===== src/rtl/ifetch_queue_if.sv =====
// Bus bundle for ifetch_queue: instruction-memory fetch port plus the
// control-unit side (pop / redirect in, head entry and occupancy out).
// master: the prefetch queue itself. slave: memory + control unit.
interface ifetch_queue_if #(
   parameter int DEPTH  = 4,
   parameter int ADDR_W = 16,
   parameter int DATA_W = 32
);
   localparam int CNT_W = $clog2(DEPTH) + 1;

   logic [ADDR_W-1:0] im_addr;
   logic [DATA_W-1:0] im_data;
   logic              pop;
   logic              redirect;
   logic [ADDR_W-1:0] redirect_addr;
   logic [DATA_W-1:0] instr;
   logic [ADDR_W-1:0] instr_pc;
   logic              valid;
   logic [CNT_W-1:0]  count;

   modport master (
      output im_addr, instr, instr_pc, valid, count,
      input  im_data, pop, redirect, redirect_addr
   );

   modport slave (
      input  im_addr, instr, instr_pc, valid, count,
      output im_data, pop, redirect, redirect_addr
   );
endinterface


===== src/rtl/ifetch_queue.sv =====
// Instruction prefetch queue. Drives fetch_pc into a combinational
// instruction memory, stores {word, address} in a DEPTH-entry FIFO and
// presents the head entry to the instruction register. A redirect flushes
// the queue and restarts fetch at redirect_addr.
// Optional feature: define IFQ_HALT_STOP_EN to stop fetching after a word
// whose top nibble is 4'hF (HLT) has been queued.
module ifetch_queue #(
   parameter int DEPTH  = 4,
   parameter int ADDR_W = 16,
   parameter int DATA_W = 32
) (
   input  logic            clk,
   input  logic            rst_f,
   ifetch_queue_if.master  bus
);
   localparam int PTR_W = $clog2(DEPTH);
   localparam int CNT_W = $clog2(DEPTH) + 1;
   localparam logic [CNT_W-1:0] FULL_CNT = CNT_W'(DEPTH);

   typedef struct packed {
      logic [DATA_W-1:0] data;
      logic [ADDR_W-1:0] pc;
   } entry_t;

   entry_t            mem_q [DEPTH];
   logic [ADDR_W-1:0] fetch_pc_q, fetch_pc_d;
   logic [PTR_W-1:0]  wr_ptr_q, wr_ptr_d;
   logic [PTR_W-1:0]  rd_ptr_q, rd_ptr_d;
   logic [CNT_W-1:0]  count_q, count_d;
   logic              valid;
   logic              pop_eff;
   logic              push;
   logic              halted;

`ifdef IFQ_HALT_STOP_EN
   typedef enum logic {FETCH, HALTED} state_e;
   state_e state_q, state_d;
   logic   hlt_word;

   assign hlt_word = (bus.im_data[DATA_W-1 -: 4] == 4'hF);

   // Halt state register; redirect and reset return to FETCH.
   always_ff @(posedge clk or negedge rst_f) begin
      if (!rst_f) state_q <= FETCH;
      else        state_q <= state_d;
   end

   // Next state: enter HALTED on the edge an HLT word is queued.
   always_comb begin
      state_d = state_q;
      if (bus.redirect)          state_d = FETCH;
      else if (push && hlt_word) state_d = HALTED;
   end

   // State decode: fetching is blocked only while HALTED.
   always_comb begin
      halted = (state_q == HALTED);
   end
`else
   assign halted = 1'b0;
`endif

   assign valid   = (count_q != '0);
   // A pop on an empty queue, or in a redirect cycle, is simply dropped.
   assign pop_eff = bus.pop && valid && !bus.redirect;
   // Full queue still accepts a push when the head leaves on the same edge.
   assign push    = !bus.redirect && !halted && ((count_q != FULL_CNT) || pop_eff);

   // Pointer, occupancy and fetch-address update; redirect overrides all.
   always_comb begin
      // NOTE: every always_comb output gets a default first so no path leaves it unassigned (no latch).
      fetch_pc_d = fetch_pc_q;
      wr_ptr_d   = wr_ptr_q;
      rd_ptr_d   = rd_ptr_q;
      count_d    = count_q;
      if (bus.redirect) begin
         fetch_pc_d = bus.redirect_addr;
         wr_ptr_d   = '0;
         rd_ptr_d   = '0;
         count_d    = '0;
      end else begin
         if (push) begin
            wr_ptr_d   = wr_ptr_q + PTR_W'(1);
            fetch_pc_d = fetch_pc_q + ADDR_W'(1);
         end
         if (pop_eff) rd_ptr_d = rd_ptr_q + PTR_W'(1);
         if (push && !pop_eff)      count_d = count_q + CNT_W'(1);
         else if (pop_eff && !push) count_d = count_q - CNT_W'(1);
      end
   end

   // Control state registers.
   always_ff @(posedge clk or negedge rst_f) begin
      // NOTE: sequential state uses non-blocking assignment so every flop samples pre-edge values.
      if (!rst_f) begin
         fetch_pc_q <= '0;
         wr_ptr_q   <= '0;
         rd_ptr_q   <= '0;
         count_q    <= '0;
      end else begin
         fetch_pc_q <= fetch_pc_d;
         wr_ptr_q   <= wr_ptr_d;
         rd_ptr_q   <= rd_ptr_d;
         count_q    <= count_d;
      end
   end

   // Entry storage: capture the fetched word with its address on push.
   always_ff @(posedge clk) begin
      // NOTE: storage is not reset; stale entries are never visible because outputs are gated by valid.
      if (push) mem_q[wr_ptr_q] <= '{data: bus.im_data, pc: fetch_pc_q};
   end

   assign bus.im_addr  = fetch_pc_q;
   assign bus.valid    = valid;
   assign bus.count    = count_q;
   assign bus.instr    = valid ? mem_q[rd_ptr_q].data : '0;
   assign bus.instr_pc = valid ? mem_q[rd_ptr_q].pc   : '0;
endmodule


===== src/flat_wrapper.sv =====
// flat-port wrapper written by rule: the top's interface ports become plain ports
module ifetch_queue_flat 
#(
   parameter int DEPTH  = 4,
   parameter int ADDR_W = 16,
   parameter int DATA_W = 32
)
  (clk, rst_f, bus_im_addr, bus_instr, bus_instr_pc, bus_valid, bus_count, bus_im_data, bus_pop, bus_redirect, bus_redirect_addr);
  ifetch_queue_if #(.DEPTH(DEPTH), .ADDR_W(ADDR_W), .DATA_W(DATA_W)) bus_i ();
  input  logic clk;
  input  logic rst_f;
  output wire logic [$bits(bus_i.im_addr)-1:0] bus_im_addr;
  output wire logic [$bits(bus_i.instr)-1:0] bus_instr;
  output wire logic [$bits(bus_i.instr_pc)-1:0] bus_instr_pc;
  output wire logic [$bits(bus_i.valid)-1:0] bus_valid;
  output wire logic [$bits(bus_i.count)-1:0] bus_count;
  input wire logic [$bits(bus_i.im_data)-1:0] bus_im_data;
  input wire logic [$bits(bus_i.pop)-1:0] bus_pop;
  input wire logic [$bits(bus_i.redirect)-1:0] bus_redirect;
  input wire logic [$bits(bus_i.redirect_addr)-1:0] bus_redirect_addr;
  assign bus_im_addr = bus_i.im_addr;
  assign bus_instr = bus_i.instr;
  assign bus_instr_pc = bus_i.instr_pc;
  assign bus_valid = bus_i.valid;
  assign bus_count = bus_i.count;
  assign bus_i.im_data = bus_im_data;
  assign bus_i.pop = bus_pop;
  assign bus_i.redirect = bus_redirect;
  assign bus_i.redirect_addr = bus_redirect_addr;
  ifetch_queue #(.DEPTH(DEPTH), .ADDR_W(ADDR_W), .DATA_W(DATA_W)) u_core (.clk(clk), .rst_f(rst_f), .bus(bus_i));
endmodule

===== config.mk =====
export PLATFORM = sky130hd
export DESIGN_NAME = ifetch_queue_flat
export DESIGN_NICKNAME = d
export VERILOG_FILES = /design/src/rtl/ifetch_queue_if.sv /design/src/rtl/ifetch_queue.sv /design/src/flat_wrapper.sv
export SDC_FILE = /design/constraint.sdc
export NUM_CORES = 1
export LEC_CHECK = 0
export BUFFER_PORTS_ARGS = -buffer_cell sky130_fd_sc_hd__buf_2
export CORE_UTILIZATION = 23
export CTS_CLUSTER_SIZE = 30
export DETAILED_ROUTE_END_ITERATION = 10
export GPL_ROUTABILITY_DRIVEN = 0
export HOLD_SLACK_MARGIN = 0.02
export PLACE_DENSITY = 0.44
export REMOVE_ABC_BUFFERS = 1
export SLEW_MARGIN = 5
export SYNTH_ARGS = -nofsm -noshare
export SYNTH_HDL_FRONTEND = slang
export SYNTH_SLANG_ARGS = --single-unit

===== constraint.sdc =====
create_clock -name clk -period 2.6 [get_ports clk]
set_input_delay 0.26 -clock clk [delete_from_list [all_inputs] [get_ports clk]]
set_output_delay 0.26 -clock clk [all_outputs]
set_load 0.05 [all_outputs]

==> results.md, run 1 <==
* Status: finished, final reports clean
* CP Max Fanout at 24
* Grt total ovfl at 0
* NetSw at 4530 uW
* Layout cells sized above 1 at 0.337
* Total leakage power at 0.00392 uW
* Nets at 713
* Combinational power share at 0.356
* Layout filler cell count at 3,667
* Mapped Area at 8650 sq um
* Setup slack at placement at 0.481 ns
* Count of flip-flops with a built-in enable after synthesis at 192
* # IOs at 120
* Fin. Hold Viols at 0
* CP max-delay cell: or3_2
* WP data required at 2.34 ns
* Period utilization at 0.952
* Peak Freq at 404 MHz
* CP startpoint kind: register
* YS warnings at 0
* Clock group share of total power at 0.269
* Via count at 4,904
* Gr usage total at 0.109
* CTS tree: yes
* Hold Path Class: input port to register
* Starting Density at 0.235
* Row count at 70
* DP Wirelength at 13.1 mm
* TritonCTS buffer count at 25
* Avg Inst Size Synth at 18.4 sq um
* DRT Wirelength at 20.6 mm
* First-pass DRT Iterations at 4
* Largest delay contributor family on the critical path: simple AND/OR/NAND/NOR gates
* Gate Count Post-Synth at 469
* Post-CTS repair timing setup buffer count at 0
* Vias in the first global route at 5,383
* DRT iter0 DRCs at 227
* Die ar. at 38,400 sq um
* CP bufs+invs at 2
* Via/cell ratio at 4.30
* Sw frac at 0.372
* First-pass GRT wire length at 31.9 mm
* Final worst slack at 0.126 ns
* Sinks on Clock Net at 215
* Clk buf depth at 3
* Uppermost layer routed: met4
* Max-cap violations at 0
* Htree depth at 1
* Clk root buf: clkbuf_16
* WHS Path Cells at 3
* Final antenna-violating net count at 0
* Worst-Margin Slew at 0.598 ns
* Skew final at 0.0120 ns
* Main synth FF type: edfxtp_1
* Reg2Reg Depth at 6
* Post-synthesis sequential area ratio at 0.733
* Slew HR at 0.601
* Worst Path Arrival at 2.21 ns
* Post-synth top area share at 0.667
* Final min period at 2.47 ns
* WL met3 at 1.03 mm
* Flop pwr share at 0.375
* Hold WS at 0.0474 ns
* Core area at 36,800 sq um
* Clock latency reported for the late side of the worst-skew pair at 0.51 ns
* Flops & latches, synth at 215
* Post-synth cell types at 41
* Peak VDD IR at 0.000547 V
* # diodes at 0
* CP Class: register to primary output
* WL met2 at 10.1 mm
* Worst path cell trace: or3_2 -> buf_4 -> and2_1 -> buf_2
* Final setup viols at 0
* Final routed DRC violation total at 0
* Die span in y at 196 um
* WL/cell at 18.0 um
* DIE WIDTH at 196 um
* Synth top area cells: edfxtp_1 67%, mux4_2 12%, dfrtp_1 6.7%, and2_1 3.8%, ha_1 0.72%
* Most frequent cell after synthesis: edfxtp_1
* Unrepaired setup endpoints after global routing: false
* Slowest Stage Delay on Critical Path at 0.55 ns
* Cell Pwr Density at 1080 nW/um^2
* Crit path capture type: primary output
* IO buf count at 119
* Ys async rst share at 0.107
* Max-slew violation count at 0
* Synth-to-Final Area Change at 30.1%
* CP Depth at 4
* Largest net degree at the start of global routing at 28
* Leading area contributor after synthesis: edfxtp_1
* Synth top cells by count: 192 x edfxtp_1, 53 x and2_1, 48 x mux4_2
* Initial antenna violation count at 0
* M1 WL at 9.10 mm
* P_int at 7650 uW
* Clock slew at reported path FFs at 0.06 ns
==> sequential cells by signal (all words and copies together) (netlist names) <==
| signal | flops |
|---|---|
| u_core.mem_q | 192 |
| u_core.bus.im_addr | 16 |
| u_core.bus.count | 3 |
| u_core.rd_ptr_q | 2 |
| u_core.wr_ptr_q | 2 |
==> worst min-delay path, cell delays in order <==
cell and delay, ns:
buf_2 0.12, nor2_1 0.09, a31oi_1 0.04
==> power groups by stage <==
stage               clock network (uW)  registers [uW]  logic, uW
finish                            3270            4570       4340
global route                      3520            4620       4640
CTS                               3390            4570       4460
detailed placement                   0            4640       4390
global placement                     0            4600       4360
floorplan                            0            4860       2810
==> path summary, 6_finish.rpt <==
check / end / slack (ns) / startpoint
max in group asynchronous: u_core.rd_ptr_q[0] / 1.86 / rst_f
worst max-delay path: bus_instr_pc[14] / 0.13 / u_core.bus.count[0]
worst min register to register: u_core.wr_ptr_q[1] / 0.61 / u_core.wr_ptr_q[1]
min in group asynchronous: u_core.bus.im_addr[0] / 0.28 / rst_f
worst max register to register: u_core.bus.count[1] / 0.45 / u_core.bus.count[0]
worst min-delay path: u_core.bus.im_addr[11] / 0.05 / bus_redirect_addr[11]
==> what timing repair did <==
item,in CTS,in global routing
resized for setup,0,1
hold buffers,47,0
endpoints found under the hold margin,165,0
setup endpoints to repair,0,1
==> through the flow <==
step	instance area [sq um]	instances	TNS (ns)	total power (uW)	util
2_1_floorplan	8550	446	-42.58	7670	-
3_3_place_gp	10000	1049	0	8960	0.272
3_5_place_dp	10000	1049	0	9040	0.272
4_1_cts	11300	1141	0	12400	0.306
5_1_grt	11300	1141	0	12800	0.306
6_report	11300	1141	0	12200	0.306
==> cell usage in the layout, fill, tap and decap left out, drive strengths merged, types with 3 or more instances in the layout <==
cell type	count
a21oi	8
a31oi	7
and2	53
buf	135
clkbuf	29
clkinv	14
dfrtp	23
dlygate4sd3	47
edfxtp	192
ha	5
inv	10
mux4	48
nand2	16
nand3	8
nor2	13
nor2b	3
o211ai	3
o21ai	11
o31ai	6
or4	6
xnor2	7
==> cell families (layout without fill, tap and decap cells) <==
group	count (synthesis)	count (layout)	synth area share
AO/OA/AOI/OAI	43	43	0.0308
XOR/XNOR	9	9	0.00911
adder cells (fa/ha/maj)	6	6	0.00955
buffers and inverters	33	237	0.0153
flip-flops	215	215	0.733
multiplexers	49	49	0.126
AND/OR/NAND/NOR	114	114	0.0759
==> metal layers <==
metal  vias up  global-route usage
li1       2232                   -
met1      2513               0.140
met2       127               0.186
met3        32              0.0223
met4         0              0.0289
met5         -                   0
==> area by class of cell <==
type,instances,area [sq um],share of cell area
Clock buffer,29,641,0.0569
Clock inverter,16,124,0.0110
Inverter,10,37.5,0.00333
Multi-Input combinational cell,221,2180,0.194
Sequential cell,215,6350,0.564
Tap cell,468,586,0.0520
Timing Repair Buffer,182,1340,0.119
No activity file was read; power rests on OpenSTA's default activity.
==> inputs of run 2 (changes only) <==
==> constraint.sdc (replaced) <==
create_clock -name clk -period 2.6 [get_ports clk]
set_input_delay 0.13 -clock clk [delete_from_list [all_inputs] [get_ports clk]]
set_output_delay 0.13 -clock clk [all_outputs]
set_load 0.05 [all_outputs]
==> results.md, run 2 (synthesis results as in run 1) <==
* Status: finished, final reports clean
* # IOs at 120
* WP data required at 2.47 ns
* Peak VDD IR at 0.000561 V
* FF+latch area at 6350 sq um
* Setup slack at placement at 0.494 ns
* CP Max Fanout at 52
* Skew final at 0.0133 ns
* Setup TNS at 0 ns
* Gr usage total at 0.108
* Fin. Hold Viols at 0
* Layout cells sized above 1 at 0.334
* DRT Wirelength at 20.5 mm
* Max-cap violations at 0
* Worst Path Arrival at 2.33 ns
* Row count at 70
* Final min period at 2.46 ns
* Hold WS at 0.158 ns
* Die ar. at 38,400 sq um
* Post-route cell area at 11,300 sq um
* Initial antenna violation count at 0
* CP Class: register to primary output
* Crit path capture type: primary output
* Post-cts repair resize count at 0
* Largest reg by FF count: u_core.mem_q
* Most frequent cells in the layout: 192 x edfxtp_1, 119 x buf_2, 51 x dlygate4sd3_1
* DIE WIDTH at 196 um
* DRT iter0 DRCs at 200
* CTS tree: yes
* Largest net degree at the start of global routing at 52
* Htree depth at 1
* Worst Setup SP: u_core.bus.count[0]
* Hold Path Class: input port to async pin
* Core area at 36,800 sq um
* Clk root buf: clkbuf_16
* Worst-Margin Slew at 0.600 ns
* Via count at 4,945
* Final routed DRC violation total at 0
* TritonCTS buffer count at 26
* Die span in y at 196 um
* Reg-to-Reg Start: u_core.bus.count[1]
* Clock latency reported for the late side of the worst-skew pair at 0.53 ns
* First-pass DRT Iterations at 4
* Period utilization at 0.947
* Clk buf depth at 3
* CP startpoint kind: register
* IO buf count at 119
* Grt total ovfl at 0
* Max-slew violation count at 0
* DP Wirelength at 12.5 mm
* Peak Freq at 406 MHz
* Layout filler cell count at 3,653
* Total leakage power at 0.00395 uW
* Area occupied by multi-input gates at 2180 sq um
* Clock slew at reported path FFs at 0.06 ns
* Vias in the first global route at 5,399
* Unrepaired setup endpoints after global routing: false
* Synth-to-Final Area Change at 31.0%
* Final setup viols at 0
* Most common cell after layout, fill and taps aside: edfxtp_1
* Via/cell ratio at 4.31
* Nets at 719
* Final worst slack at 0.137 ns
* Starting Density at 0.235
* Slew HR at 0.597
* Cell Pwr Density at 1090 nW/um^2
* First-pass GRT wire length at 31.7 mm
* DP Area at 9970 sq um
* Sinks on Clock Net at 215
* Largest register FFs at 192
* WL/cell at 17.8 um
* Final antenna-violating net count at 0
==> run 2: cell count changes in the layout (fill, tap and decap cells not counted), moves of 2 or more <==
cell           previous run  this run
buf_4                     3         7
clkbuf_16                25        27
buf_12                   12        10
clkinv_2                  9         4
dlygate4sd3_1            47        51
==> run 2: per-layer routing <==
layer	wire, um	vias to the layer above	global-route usage	share of wire
li1	-	2245	-	-
met1	9070	2532	0.140	0.44
met2	9940	138	0.185	0.49
met3	1040	30	0.0208	0.051
met4	410	0	0.0255	0.020
met5	0	-	0	0
==> run 2: cell type report <==
class	count	share of cell area
inverters	10	0.00331
well taps	468	0.0517
repair buffers	187	0.120
clock inverters	14	0.0106
diodes	1	0.000221
clock buffers	32	0.0613
flip-flops and latches	215	0.560
multi-input cells	221	0.193
==> run 2: through the flow <==
| stage | total power, uW | util | std cells |
|---|---|---|---|
| after floorplan | 7670 | - | 446 |
| after global placement | 8920 | 0.271 | 1048 |
| after detailed placement | 8970 | 0.271 | 1048 |
| after CTS | 12600 | 0.308 | 1147 |
| after global routing | 12900 | 0.308 | 1147 |
| final | 12300 | 0.308 | 1148 |
==> run 2: worst paths after layout <==
check / to / slack [ns] / depth (start not counted)
min reg2reg: u_core.wr_ptr_q[1] / 0.58 / 2
max: bus_instr_pc[6] / 0.14 / 4
min in group clk: u_core.bus.im_addr[1] / 0.35 / 4
min: u_core.bus.im_addr[4] / 0.16 / 2
max in group asynchronous: u_core.rd_ptr_q[0] / 2.00 / 2
max reg2reg: u_core.mem_q[2][16] / 0.54 / 4
==> run 2: power by group <==
| group | internal [uW] | total (uW) | switching (uW) | leakage [uW] |
|---|---|---|---|---|
| registers | 4310 | 4580 | 268 | 0.00203 |
| clock network | 2080 | 3460 | 1380 | 0.000401 |
| logic | 1380 | 4290 | 2910 | 0.00152 |
==> run 2: worst max-delay path, stage by stage, from the launching register on <==
cell and delay [ns]:
dfrtp_1 0.46, or3_2 0.53, buf_4 0.32, and2_1 0.26, buf_2 0.23
==> run 2: what timing repair did <==
item / 4_1_cts / 5_1_grt
setup endpoints to repair: 22 / 0
setup buffers: 2 / 0
hold endpoints to repair: 172 / 0
hold buffers: 51 / 0
==> inputs of run 3 (changes only) <==
--- a/config.mk
+++ b/config.mk
@@ -11,9 +11,9 @@
 export DETAILED_ROUTE_END_ITERATION = 10
 export GPL_ROUTABILITY_DRIVEN = 0
 export HOLD_SLACK_MARGIN = 0.02
+export MAX_ROUTING_LAYER = met4
 export PLACE_DENSITY = 0.44
 export REMOVE_ABC_BUFFERS = 1
-export SLEW_MARGIN = 5
 export SYNTH_ARGS = -nofsm -noshare
 export SYNTH_HDL_FRONTEND = slang
 export SYNTH_SLANG_ARGS = --single-unit
==> results.md, run 3 (synthesis results as in run 1) <==
* Status: finished, final reports clean
* DP Wirelength at 12.5 mm
* CP Depth at 4
* Final setup viols at 0
* Most common cell after layout, fill and taps aside: edfxtp_1
* Gr usage total at 0.111
* IO buf count at 119
* CP bufs+invs at 2
* Reg2Reg Depth at 4
* Slew HR at 0.596
* Largest reg by FF count: u_core.mem_q
* # IOs at 120
* Period utilization at 0.939
* CP startpoint kind: register
* Unrepaired setup endpoints after global routing: false
* Crit path capture type: primary output
* Clock latency reported for the late side of the worst-skew pair at 0.53 ns
* Sinks on Clock Net at 215
* Largest net degree at the start of global routing at 52
* Starting Density at 0.235
* Die ar. at 38,400 sq um
* Peak Freq at 410 MHz
* Initial antenna violation count at 0
* Core area at 36,800 sq um
* Hold Path Class: input port to async pin
* DRT Wirelength at 20.5 mm
* CP Max Fanout at 52
* WP data required at 2.47 ns
* Worst Path Arrival at 2.31 ns
* Total chip power at 12,300 uW
* DP Area at 9970 sq um
* Clk buf depth at 3
* First-pass GRT wire length at 31.7 mm
* Most frequent cells in the layout: 192 x edfxtp_1, 119 x buf_2, 51 x dlygate4sd3_1
* DRT iter0 DRCs at 201
* Vias in the first global route at 5,403
* Die span in y at 196 um
* Max-cap violations at 0
* Largest register FFs at 192
* Final min period at 2.44 ns
* Grt total ovfl at 0
* Via/cell ratio at 4.32
* Final antenna-violating net count at 0
* Skew final at 0.0142 ns
* TritonCTS buffer count at 26
* Worst-Margin Slew at 0.602 ns
* Post-cts repair resize count at 0
* Clk root buf: clkbuf_16
* Peak VDD IR at 0.000561 V
* Cell Pwr Density at 1090 nW/um^2
* Largest delay contributor family on the critical path: simple AND/OR/NAND/NOR gates
* CP Class: register to primary output
* Row count at 70
* First-pass DRT Iterations at 4
* Clock slew at reported path FFs at 0.06 ns
* Fin. Hold Viols at 0
* DIE WIDTH at 196 um
* WL/cell at 17.8 um
* Max-slew violation count at 0
* Layout cells sized above 1 at 0.334
* Worst path cell trace: or3_2 -> buf_4 -> and2_1 -> buf_2
* Nets at 719
* CTS tree: yes
* Slowest Stage Delay on Critical Path at 0.52 ns
* CP max-delay cell: or3_2
* Htree depth at 1
* Via count at 4,964
* Synth-to-Final Area Change at 31.0%
* Total leakage power at 0.00395 uW
* Post-route cell area at 11,300 sq um
* Final routed DRC violation total at 0
run 3: worst reg2reg max path, delay by kind of cell, from the launching register on:
kind / cells / cell delay, ns
buffers and inverters: 1 / 0.25
DFF: 1 / 0.44
AOI/OAI and AO/OA: 1 / 0.30
and+or+nand+nor: 2 / 0.76
run 3: worst paths after layout:
kind                                      startpoint                     to  slack (ns)
worst max-delay path             u_core.bus.count[0]        bus_instr_pc[2]        0.16
worst min-delay path                           rst_f     u_core.wr_ptr_q[1]        0.16
worst max register to register   u_core.bus.count[2]    u_core.mem_q[2][16]        0.54
worst min register to register    u_core.wr_ptr_q[1]     u_core.wr_ptr_q[1]        0.58
max in group asynchronous                      rst_f     u_core.rd_ptr_q[0]        2.01
min in group clk                bus_redirect_addr[1]  u_core.bus.im_addr[1]        0.36
run 3: timing repair:
item | 4_1_cts | 5_1_grt
endpoints found under the setup margin | 22 | 0
hold endpoints to repair | 172 | 0
hold buffers | 51 | 0
buffers inserted | 2 | 0
run 3: metal layers:
| layer | GRT usage | routed length [um] | share of wire | vias up |
|---|---|---|---|---|
| met3 | 0.0203 | 1010 | 0.049 | 28 |
| met1 | 0.141 | 9100 | 0.44 | 2551 |
| li1 | - | - | - | 2248 |
| met2 | 0.185 | 9960 | 0.49 | 137 |
| met5 | - | 0 | 0 | - |
| met4 | 0.0255 | 408 | 0.020 | 0 |
run 3: cell type report:
cell class / instances / area (sq um)
fill: 3653 / 25500
sequential: 215 / 6350
inverter: 10 / 37.5
antenna: 1 / 2.50
multi-input combinational: 221 / 2180
tap: 468 / 586
timing repair buffer: 187 / 1360
clock inverter: 14 / 120
clock buffer: 32 / 694
run 3: through the flow:
step           setup slack [ns]  TNS [ns]  utilization  hold slack, ns  instances
6_report                  0.160         0        0.308           0.157       1148
5_1_grt                  0.0282         0        0.308           0.192       1147
4_1_cts                  0.0775         0        0.308           0.146       1147
3_5_place_dp              0.494         0        0.271           0.176       1048
3_3_place_gp              0.507         0        0.271           0.157       1048
2_1_floorplan            -0.511    -36.34            -          -0.166        446
run 3: power breakdown:
part / leakage [uW] / internal, uW / switching [uW]
combinational: 0.00152 / 1380 / 2910
sequential: 0.00203 / 4310 / 269
clock: 0.000401 / 2080 / 1380
total: 0.00395 / 7770 / 4560
